File: config.mk
export PLATFORM = sky130hd
export DESIGN_NAME = inverse_sched
export DESIGN_NICKNAME = d
export VERILOG_FILES = /design/src/rtl/inverse_sched.sv
export SDC_FILE = /design/constraint.sdc
export NUM_CORES = 1
export LEC_CHECK = 0
export BUFFER_PORTS_ARGS = -buffer_cell sky130_fd_sc_hd__buf_2
export CELL_PAD_IN_SITES_DETAIL_PLACEMENT = 0
export CELL_PAD_IN_SITES_GLOBAL_PLACEMENT = 1
export CORE_AREA = 2 2 504 506
export CTS_CLUSTER_SIZE = 30
export DETAILED_ROUTE_END_ITERATION = 8
export DIE_AREA = 0 0 506 508
export GPL_TIMING_DRIVEN = 0
export PLACE_DENSITY = 0.3
export SLEW_MARGIN = 5
export SYNTH_ARGS = -nofsm -noshare
export SYNTH_HDL_FRONTEND = slang
export SYNTH_SLANG_ARGS = --single-unit
export TNS_END_PERCENT = 100
File: constraint.sdc
create_clock -name clk -period 2.95 [get_ports clk]
set_clock_uncertainty 0.15 [all_clocks]
set_input_delay 0 -clock clk [delete_from_list [all_inputs] [get_ports clk]]
set_output_delay 0 -clock clk [all_outputs]
set_load 0.01 [all_outputs]
File: src/rtl/inverse_sched.sv
// rtl/inverse_sched.sv - round-robin scheduler sharing one 2x2 inverse_matrix unit between N_REQ requesters
// Optional macro SINGULAR_CHECK_EN: reject singular matrices (det == 0 or a0 == 0) without issuing them.
module inverse_sched #(
  parameter int N_REQ   = 2,
  parameter int INV_LAT = 1,
  parameter int W       = 64
) (
  input  logic                 clk,
  input  logic                 reset,
  input  logic [N_REQ-1:0]     req_valid,
  output logic [N_REQ-1:0]     req_ready,
  input  logic [N_REQ*4*W-1:0] req_data,
  output logic [N_REQ-1:0]     rsp_valid,
  input  logic [N_REQ-1:0]     rsp_ready,
  output logic [4*W-1:0]       rsp_data,
  output logic                 rsp_err,
  output logic                 inv_en,
  output logic [W-1:0]         inv_inp_0,
  output logic [W-1:0]         inv_inp_1,
  output logic [W-1:0]         inv_inp_2,
  output logic [W-1:0]         inv_inp_3,
  input  logic [W-1:0]         inv_res_0,
  input  logic [W-1:0]         inv_res_1,
  input  logic [W-1:0]         inv_res_2,
  input  logic [W-1:0]         inv_res_3,
  output logic                 busy
);

  localparam int PW = (N_REQ > 1) ? $clog2(N_REQ) : 1;

  typedef enum logic [1:0] {S_IDLE, S_BUSY, S_RESP} state_e;

  state_e         state_q, state_d;
  logic [PW-1:0]  rr_q, rr_d;
  logic [PW-1:0]  gnt_q, gnt_d;
  logic [3:0]     cnt_q, cnt_d;
  logic [4*W-1:0] op_q, op_d;
  logic [4*W-1:0] res_q, res_d;

  logic [N_REQ-1:0] rot;
  logic [N_REQ-1:0] gnt_oh;
  logic [PW-1:0]    off;
  logic [PW-1:0]    gnt_idx;
  logic [PW:0]      sum;
  logic             found;
  logic [4*W-1:0]   sel_data;
  logic             accept;
  logic             rsp_fire;
  logic             singular;

  // Rotate the request vector so bit 0 is the requester at rr_q, then take the lowest set bit.
  always_comb begin
    rot   = N_REQ'({req_valid, req_valid} >> rr_q);
    found = 1'b0;
    off   = '0;
    for (int i = 0; i < N_REQ; i++) begin
      if (!found && rot[i]) begin
        found = 1'b1;
        off   = PW'(i);
      end
    end
    sum = {1'b0, rr_q} + {1'b0, off};
    if (sum >= (PW+1)'(N_REQ)) sum = sum - (PW+1)'(N_REQ);
    gnt_idx  = PW'(sum);
    sel_data = '0;
    gnt_oh   = '0;
    for (int i = 0; i < N_REQ; i++) begin
      gnt_oh[i] = (PW'(i) == gnt_idx);
      if (PW'(i) == gnt_idx) sel_data = req_data[i*4*W +: 4*W];
    end
  end

  // Gated by reset so req_ready stays low while reset is held.
  assign req_ready = (state_q == S_IDLE && reset && found) ? gnt_oh : '0;
  assign accept    = |req_ready;

  always_comb begin
    rsp_valid = '0;
    for (int i = 0; i < N_REQ; i++) begin
      rsp_valid[i] = (state_q == S_RESP) && (PW'(i) == gnt_q);
    end
  end

  assign rsp_fire = |(rsp_valid & rsp_ready);

`ifdef SINGULAR_CHECK_EN
  logic [W-1:0]          a0, a1, a2, a3;
  logic signed [2*W-1:0] det;
  logic                  err_q;

  assign a0 = op_q[W-1:0];
  assign a1 = op_q[2*W-1:W];
  assign a2 = op_q[3*W-1:2*W];
  assign a3 = op_q[4*W-1:3*W];

  always_comb begin
    det = $signed({{W{a0[W-1]}}, a0}) * $signed({{W{a3[W-1]}}, a3})
        - $signed({{W{a1[W-1]}}, a1}) * $signed({{W{a2[W-1]}}, a2});
  end

  // a0 == 0 is rejected too because the shared unit divides by a0 first.
  assign singular = (state_q == S_BUSY) && (cnt_q == 4'd0) && ((det == '0) || (a0 == '0));

  always_ff @(posedge clk or negedge reset) begin
    if (!reset) begin
      err_q <= 1'b0;
    end else if (state_q == S_BUSY && (singular || cnt_q == 4'(INV_LAT))) begin
      err_q <= singular;
    end
  end

  assign rsp_err = err_q;
`else
  assign singular = 1'b0;
  assign rsp_err  = 1'b0;
`endif

  always_comb begin
    state_d = state_q;
    rr_d    = rr_q;
    gnt_d   = gnt_q;
    cnt_d   = cnt_q;
    op_d    = op_q;
    res_d   = res_q;
    unique case (state_q)
      S_IDLE: begin
        if (accept) begin
          op_d    = sel_data;
          gnt_d   = gnt_idx;
          rr_d    = (gnt_idx == PW'(N_REQ-1)) ? '0 : gnt_idx + 1'b1;
          cnt_d   = '0;
          state_d = S_BUSY;
        end
      end
      S_BUSY: begin
        cnt_d = cnt_q + 4'd1;
        if (singular) begin
          res_d   = '0;
          state_d = S_RESP;
        end else if (cnt_q == 4'(INV_LAT)) begin
          res_d   = {inv_res_3, inv_res_2, inv_res_1, inv_res_0};
          state_d = S_RESP;
        end
      end
      S_RESP: begin
        if (rsp_fire) state_d = S_IDLE;
      end
      default: state_d = S_IDLE;
    endcase
  end

  always_ff @(posedge clk or negedge reset) begin
    if (!reset) begin
      state_q <= S_IDLE;
      rr_q    <= '0;
      gnt_q   <= '0;
      cnt_q   <= '0;
      op_q    <= '0;
      res_q   <= '0;
    end else begin
      state_q <= state_d;
      rr_q    <= rr_d;
      gnt_q   <= gnt_d;
      cnt_q   <= cnt_d;
      op_q    <= op_d;
      res_q   <= res_d;
    end
  end

  assign inv_en    = (state_q == S_BUSY) && !singular;
  assign inv_inp_0 = op_q[W-1:0];
  assign inv_inp_1 = op_q[2*W-1:W];
  assign inv_inp_2 = op_q[3*W-1:2*W];
  assign inv_inp_3 = op_q[4*W-1:3*W];
  assign rsp_data  = res_q;
  assign busy      = (state_q != S_IDLE);

endmodule

==> summary.md, run 1 <==
| Metric | Value |
|---|---|
| Post-synth EDFFs | 0 |
| Post-synth top area cell | dfrtp_1 |
| Row count | 185 |
| Synthesized flop and latch total | 520 |
| Netlist cell types | 28 |
| GPL Wtd Cong | 0.7760 |
| Synth top cells by count | dfrtp_1, nand2_1, mux2_2 |
| Number of buffers created by CTS | 79 |
| Die X | 506 um |
| Clk root buf | clkbuf_16 |
| Ys flop type | dfrtp_1 |
| Count leader, synth | dfrtp_1 |
| Clk sinks | 520 |
| Mapped Cells | 1756 |
| Placed Instance Area | 0.03268 mm^2 |
| Initial core utilization | 8.655% |
| Last stage | clock tree synthesis |
| Stop err | [ERROR RSZ-0060] Max buffer count reached. |
| Ranking of synthesized cells by area | dfrtp_1, mux2_2, a221o_1, nor3_1, nand2_1 |
| Seq/Total Area, Yosys | 59.59% |
| Synthesized net count | 2532 |
| DP HPWL | 132.0 mm |
| Synth Warn # | 0 |
| Status | aborted with a tool error |
| Asr flop ratio synth | 100.0% |
| Netlist Area Pre-Place | 0.02184 mm^2 |
| CTS max path bufs | 3 |
| I/O Pins | 1293 |
| Top-area cell type share of the netlist area | 59.59% |
| # resized after CTS | 23 |
| Setup bufs post-CTS | 2 |
| CTS H-Tree Depth | 3 |
| Cts hold-fix bufs | 1312 |
| DIE HEIGHT | 508 um |
| Synthesized area per cell | 12.44 um^2 |
| Port-buffer cells | 1290 |
==> metrics by stage <==
| step | cells | TNS (ns) | worst slack [ns] | hold WS (ns) |
|---|---|---|---|---|
| 3_5_place_dp | 6418 | -277.68 | -1.285 | -0.1589 |
| 3_3_place_gp | 6412 | -9213.81 | -12.22 | 0.08118 |
| 2_1_floorplan | 1756 | 0 | 0.8614 | -0.4456 |
==> cells by family after synthesis <==
family,after synthesis,synth area share [%]
buffers and inverters,179,4.229
DFF,520,59.59
and+or+nand+nor,530,10.72
xor gates and xnor gates,2,0.08023
other,1,0.01717
AOI/OAI and AO/OA,265,12.00
adders and majority gates,2,0.1146
muxes,257,13.25
==> run 2: changes to the inputs <==
- CELL_PAD_IN_SITES_DETAIL_PLACEMENT: 0 -> default
- CELL_PAD_IN_SITES_GLOBAL_PLACEMENT: 1 -> default
- CORE_AREA: 2 2 504 506 -> 2 2 498 500
- CTS_CLUSTER_SIZE: 30 -> default
- DIE_AREA: 0 0 506 508 -> 0 0 500 502
- PLACE_DENSITY: 0.3 -> default
- PLACE_DENSITY_LB_ADDON: default -> 0.15
==> summary.md, run 2 <==
| Metric | Value |
|---|---|
| Antenna violations before repair | 80 |
| Top-area cell type share of the netlist area | 59.59% (unchanged) |
| DIE HEIGHT | 502 um (was 508 um) |
| Grt total ovfl | 0 |
| Post-synth EDFFs | 0 (unchanged) |
| CTS max path bufs | 3 (unchanged) |
| Setup WS pre-CTS | -1.744 ns (was -1.285 ns) |
| Clk root buf | clkbuf_16 (unchanged) |
| Max Slew Vio Count | 0 |
| I/O Pins | 1293 (unchanged) |
| DP HPWL | 148.5 mm (was 132.0 mm) |
| GPL Wtd Cong | 0.8806 (was 0.7760) |
| Asr flop ratio synth | 100.0% (unchanged) |
| Final worst-path cycle share | 99.59% |
| Final Core Density | 19.61% |
| Max-slew headroom | 26.24% |
| Max rail drop VDD | 0.3725 mV |
| Status | completed (was aborted with a tool error) |
| Seq pwr share | 32.0% |
| Skew-Pair Late Insertion Delay | 0.68 ns |
| Power share of the combinational group | 44.2% |
| Average routed wire per standard cell | 23.75 um |
| Post-synth top area cell | dfrtp_1 (unchanged) |
| Synth Warn # | 0 (unchanged) |
| Placed Instance Area | 0.03256 mm^2 (was 0.03268 mm^2) |
| Number of global-route vias before repair | 28406 |
| Synthesized area per cell | 12.44 um^2 (unchanged) |
| Seq/Total Area, Yosys | 59.59% (unchanged) |
| CTS tree | yes |
| Layout Nets | 5181 |
| Placeable Area | 0.2453 mm^2 |
| Global-route usage over all layers | 14.11% |
| CP endpoint kind | flip-flop |
| Commonest non-fill, non-tap cell in the layout | buf_2 |
| Row count | 182 (was 185) |
| Die X | 500 um (was 506 um) |
| Synth top cells by count | dfrtp_1, nand2_1, mux2_2 (unchanged) |
| Final wirelength | 183.0 mm |
| Synthesized net count | 2532 (unchanged) |
| Ys flop type | dfrtp_1 (unchanged) |
| Mapped Cells | 1756 (unchanged) |
| Internal power | 24.08 mW |
| Worst Setup Start Kind | flip-flop |
| Netlist cell types | 28 (unchanged) |
| Routed vias | 26279 |
| RR Startpoint | state_q[0]$_DFFE_PN0P_ |
| Setup ws final | 0.01198 ns |
| Router iterations before antenna repair | 5 |
| Flop2flop setup slack | 0.01 ns |
| CP max-delay cell | nor3_1 |
| Placed Cells | 6276 (was 6418) |
| Hold slack | 0.06725 ns |
| Count leader, synth | dfrtp_1 (unchanged) |
| First DRT Iteration DRCs | 1151 |
| DRT antenna net count | 0 |
| Commonest non-fill, non-tap cells in the layout | buf_2, dlygate4sd3_1, dfrtp_1 |
| Port-buffer cells | 1290 (unchanged) |
| Tightest Pin Transition | 1.098 ns |
| Vias per Instance | 3.411 |
| Worst Hold Path EP | op_q[186]$_DFFE_PN0P_ |
| Clock slew at reported path FFs | 0.06 ns |
| Arr. time, crit path | 3.41 ns |
| Peak Freq | 340.4 MHz |
| Initial core utilization | 8.903% (was 8.655%) |
| Ranking of synthesized cells by area | dfrtp_1, mux2_2, a221o_1, nor3_1, nand2_1 (unchanged) |
| DIE AREA | 0.2510 mm^2 |
| P&R area growth vs syn | 120.3% |
| Pwr Density | 837.1 mW/mm^2 |
| Final hold vios | 0 |
| Worst R2R End | op_q[1]$_DFFE_PN0P_ |
| Final setup fails | 0 |
| Max cap viols | 0 |
| CTS H-Tree Depth | 3 (unchanged) |
| Hold depth | 3 |
| Switching share of power | 40.19% |
| Worst R2R Path Depth | 6 |
| Largest net degree at the start of global routing | 94 |
| CP max stage delay | 0.90 ns |
| Netlist Area Pre-Place | 0.02184 mm^2 (unchanged) |
| NetSw | 16.18 mW |
| # DRC | 0 |
| Layout cells sized above 1 | 40.11% |
| Worst hold path type | in -> reg |
| Post-layout instance area | 0.04810 mm^2 |
| Leakage | 21.55 nW |
| Clock power frac | 23.8% |
| Number of buffers created by CTS | 76 (was 79) |
| Critical path type | reg -> reg |
| RSZ-0062 raised after global routing | no |
| Worst endpoint required time | 3.42 ns |
| Synthesized flop and latch total | 520 (unchanged) |
| Crit-path max FO | 12 |
| Clk sinks | 520 (unchanged) |
| Hold path start | req_data[442] |
| Post-route insts no fill | 7705 |
| First-pass GRT wire length | 244.2 mm |
| Minimum clock period | 2.938 ns |
| CP Cell Sequence | or3b_1, buf_4, clkbuf_4, clkbuf_1, nor3_1, a221o_1 |
==> run 2: stage by stage <==
stage,power (mW),TNS (ns)
2_1_floorplan,20.03,0
3_3_place_gp,29.77,-9147.33
3_5_place_dp,29.71,-434.12
4_1_cts,41.29,0
5_1_grt,42.69,0
6_report,40.27,0
==> run 2: worst max-delay path: cells and delay by family (launching register included) <==
family	cells	cell delay, ns
flip-flops	1	0.43
AND/OR/NAND/NOR	2	1.27
AO/OA/AOI/OAI	1	0.21
buffers and inverters	3	0.77
==> run 2: worst max-delay path by stage <==
| stage | startpoint | cells after the start | slack [ns] | to |
|---|---|---|---|---|
| floorplan | state_q[1]$_DFFE_PN0P_ | 7 | 0.86 | op_q[0]$_DFFE_PN0P_ |
| global placement | reset | 1 | -11.98 | op_q[46]$_DFFE_PN0P_ |
| detailed placement | reset | 8 | -1.74 | op_q[100]$_DFFE_PN0P_ |
| CTS | state_q[1]$_DFFE_PN0P_ | 5 | 0.00002 | req_ready[0] |
| global route | state_q[1]$_DFFE_PN0P_ | 7 | 0.004 | rsp_data[96]$_DFFE_PN0P_ |
| finish | state_q[0]$_DFFE_PN0P_ | 6 | 0.01 | op_q[1]$_DFFE_PN0P_ |
==> run 2: layout make-up <==
type | instances | area (um^2)
clock inverters | 24 | 326.6
well taps | 3220 | 4029
repair buffers | 2572 | 19560
diodes | 25 | 62.56
clock buffers | 109 | 2207
plain buffers | 173 | 945.9
fillers | 27373 | 197200
multi-input cells | 1057 | 7945
flip-flops and latches | 520 | 13010
inverters | 5 | 18.77
==> run 2: per-layer routing <==
layer  part of all wire [%]  global-route usage [%]  routed length (um)
met2                     47                   23.64               86030
met5                   0.16                       0                 285
met3                    8.0                   4.679               14680
met1                     42                   16.95               76040
met4                    3.3                   4.430                5952
==> run 2: timing repair <==
action / in CTS / in global routing
endpoints found under the hold margin: 783 / 0
hold buffers: 1270 / 0
gates resized for setup: 27 / 4
buffers inserted: 2 / 0
pin swaps: 1 / 0
setup endpoints to repair: 459 / 6
==> run 2: logic make-up after synthesis <==
logic type	count (synthesis)	share of synthesized area, %
xor gates and xnor gates	2	0.08023
other	1	0.01717
and+or+nand+nor	530	10.72
DFF	520	59.59
muxes	257	13.25
AOI/OAI and AO/OA	265	12.00
buffers and inverters	179	4.229
adders and majority gates	2	0.1146
==> run 2: power by group through the flow <==
stage               combinational [mW]  sequential [mW]  clock, mW
floorplan                         5.89             14.1          0
global placement                  16.8             13.0          0
detailed placement                16.8             12.9          0
CTS                               18.4             12.9       10.0
global route                      19.1             13.3       10.3
finish                            17.8             12.9       9.58
Note: power is estimated with default switching activity, not from simulation.
==> run 3: changes to the inputs <==
- CTS_BUF_LIST: default -> sky130_fd_sc_hd__clkbuf_8
- RECOVER_POWER: default -> 25
==> summary.md, run 3 <==
| Metric | Value |
|---|---|
| Synth Warn # | 0 (unchanged) |
| CTS max path bufs | 3 (unchanged) |
| DIE HEIGHT | 502 um (unchanged) |
| Cts hold-fix bufs | 1297 (was 1270) |
| Row count | 182 (unchanged) |
| Synthesized net count | 2532 (unchanged) |
| Clk sinks | 520 (unchanged) |
| Top-area cell type share of the netlist area | 59.59% (unchanged) |
| I/O Pins | 1293 (unchanged) |
| Port-buffer cells | 1290 (unchanged) |
| Stop err | [ERROR RSZ-0060] Max buffer count reached. |
| Status | aborted with a tool error (was completed) |
| Placed Cells | 6276 (unchanged) |
| Clk root buf | clkbuf_8 (was clkbuf_16) |
| Last stage | clock tree synthesis |
| DP HPWL | 148.5 mm (unchanged) |
| Seq/Total Area, Yosys | 59.59% (unchanged) |
| Ranking of synthesized cells by area | dfrtp_1, mux2_2, a221o_1, nor3_1, nand2_1 (unchanged) |
| Netlist cell types | 28 (unchanged) |
| Setup bufs post-CTS | 2 (unchanged) |
| Placed Instance Area | 0.03256 mm^2 (unchanged) |
| Mapped Cells | 1756 (unchanged) |
| Post-synth top area cell | dfrtp_1 (unchanged) |
| Synthesized flop and latch total | 520 (unchanged) |
| Number of buffers created by CTS | 112 (was 76) |
| Post-synth EDFFs | 0 (unchanged) |
| Initial core utilization | 8.903% (unchanged) |
| Netlist Area Pre-Place | 0.02184 mm^2 (unchanged) |
| Count leader, synth | dfrtp_1 (unchanged) |
| Die X | 500 um (unchanged) |
| CTS H-Tree Depth | 3 (unchanged) |
| Setup WS pre-CTS | -1.744 ns (unchanged) |
| # resized after CTS | 37 (was 27) |
| Asr flop ratio synth | 100.0% (unchanged) |
| GPL Wtd Cong | 0.8806 (unchanged) |
| Synthesized area per cell | 12.44 um^2 (unchanged) |
| Ys flop type | dfrtp_1 (unchanged) |
| Synth top cells by count | dfrtp_1, nand2_1, mux2_2 (unchanged) |
## run 3: cell counts after synthesis
No cell type changed its count.
## run 3: cell families after synthesis
family / synth area share [%]
AO/OA/AOI/OAI: 12.00
XOR/XNOR: 0.08023
adder cells (fa/ha/maj): 0.1146
buffers and inverters: 4.229
flip-flops: 59.59
multiplexers: 13.25
other: 0.01717
AND/OR/NAND/NOR: 10.72
## run 3: per-stage QoR
| step | hold slack (ns) | util, % |
|---|---|---|
| floorplan | -0.4456 | - |
| global placement | 0.08152 | 13.18 |
| detailed placement | -0.1591 | 13.28 |
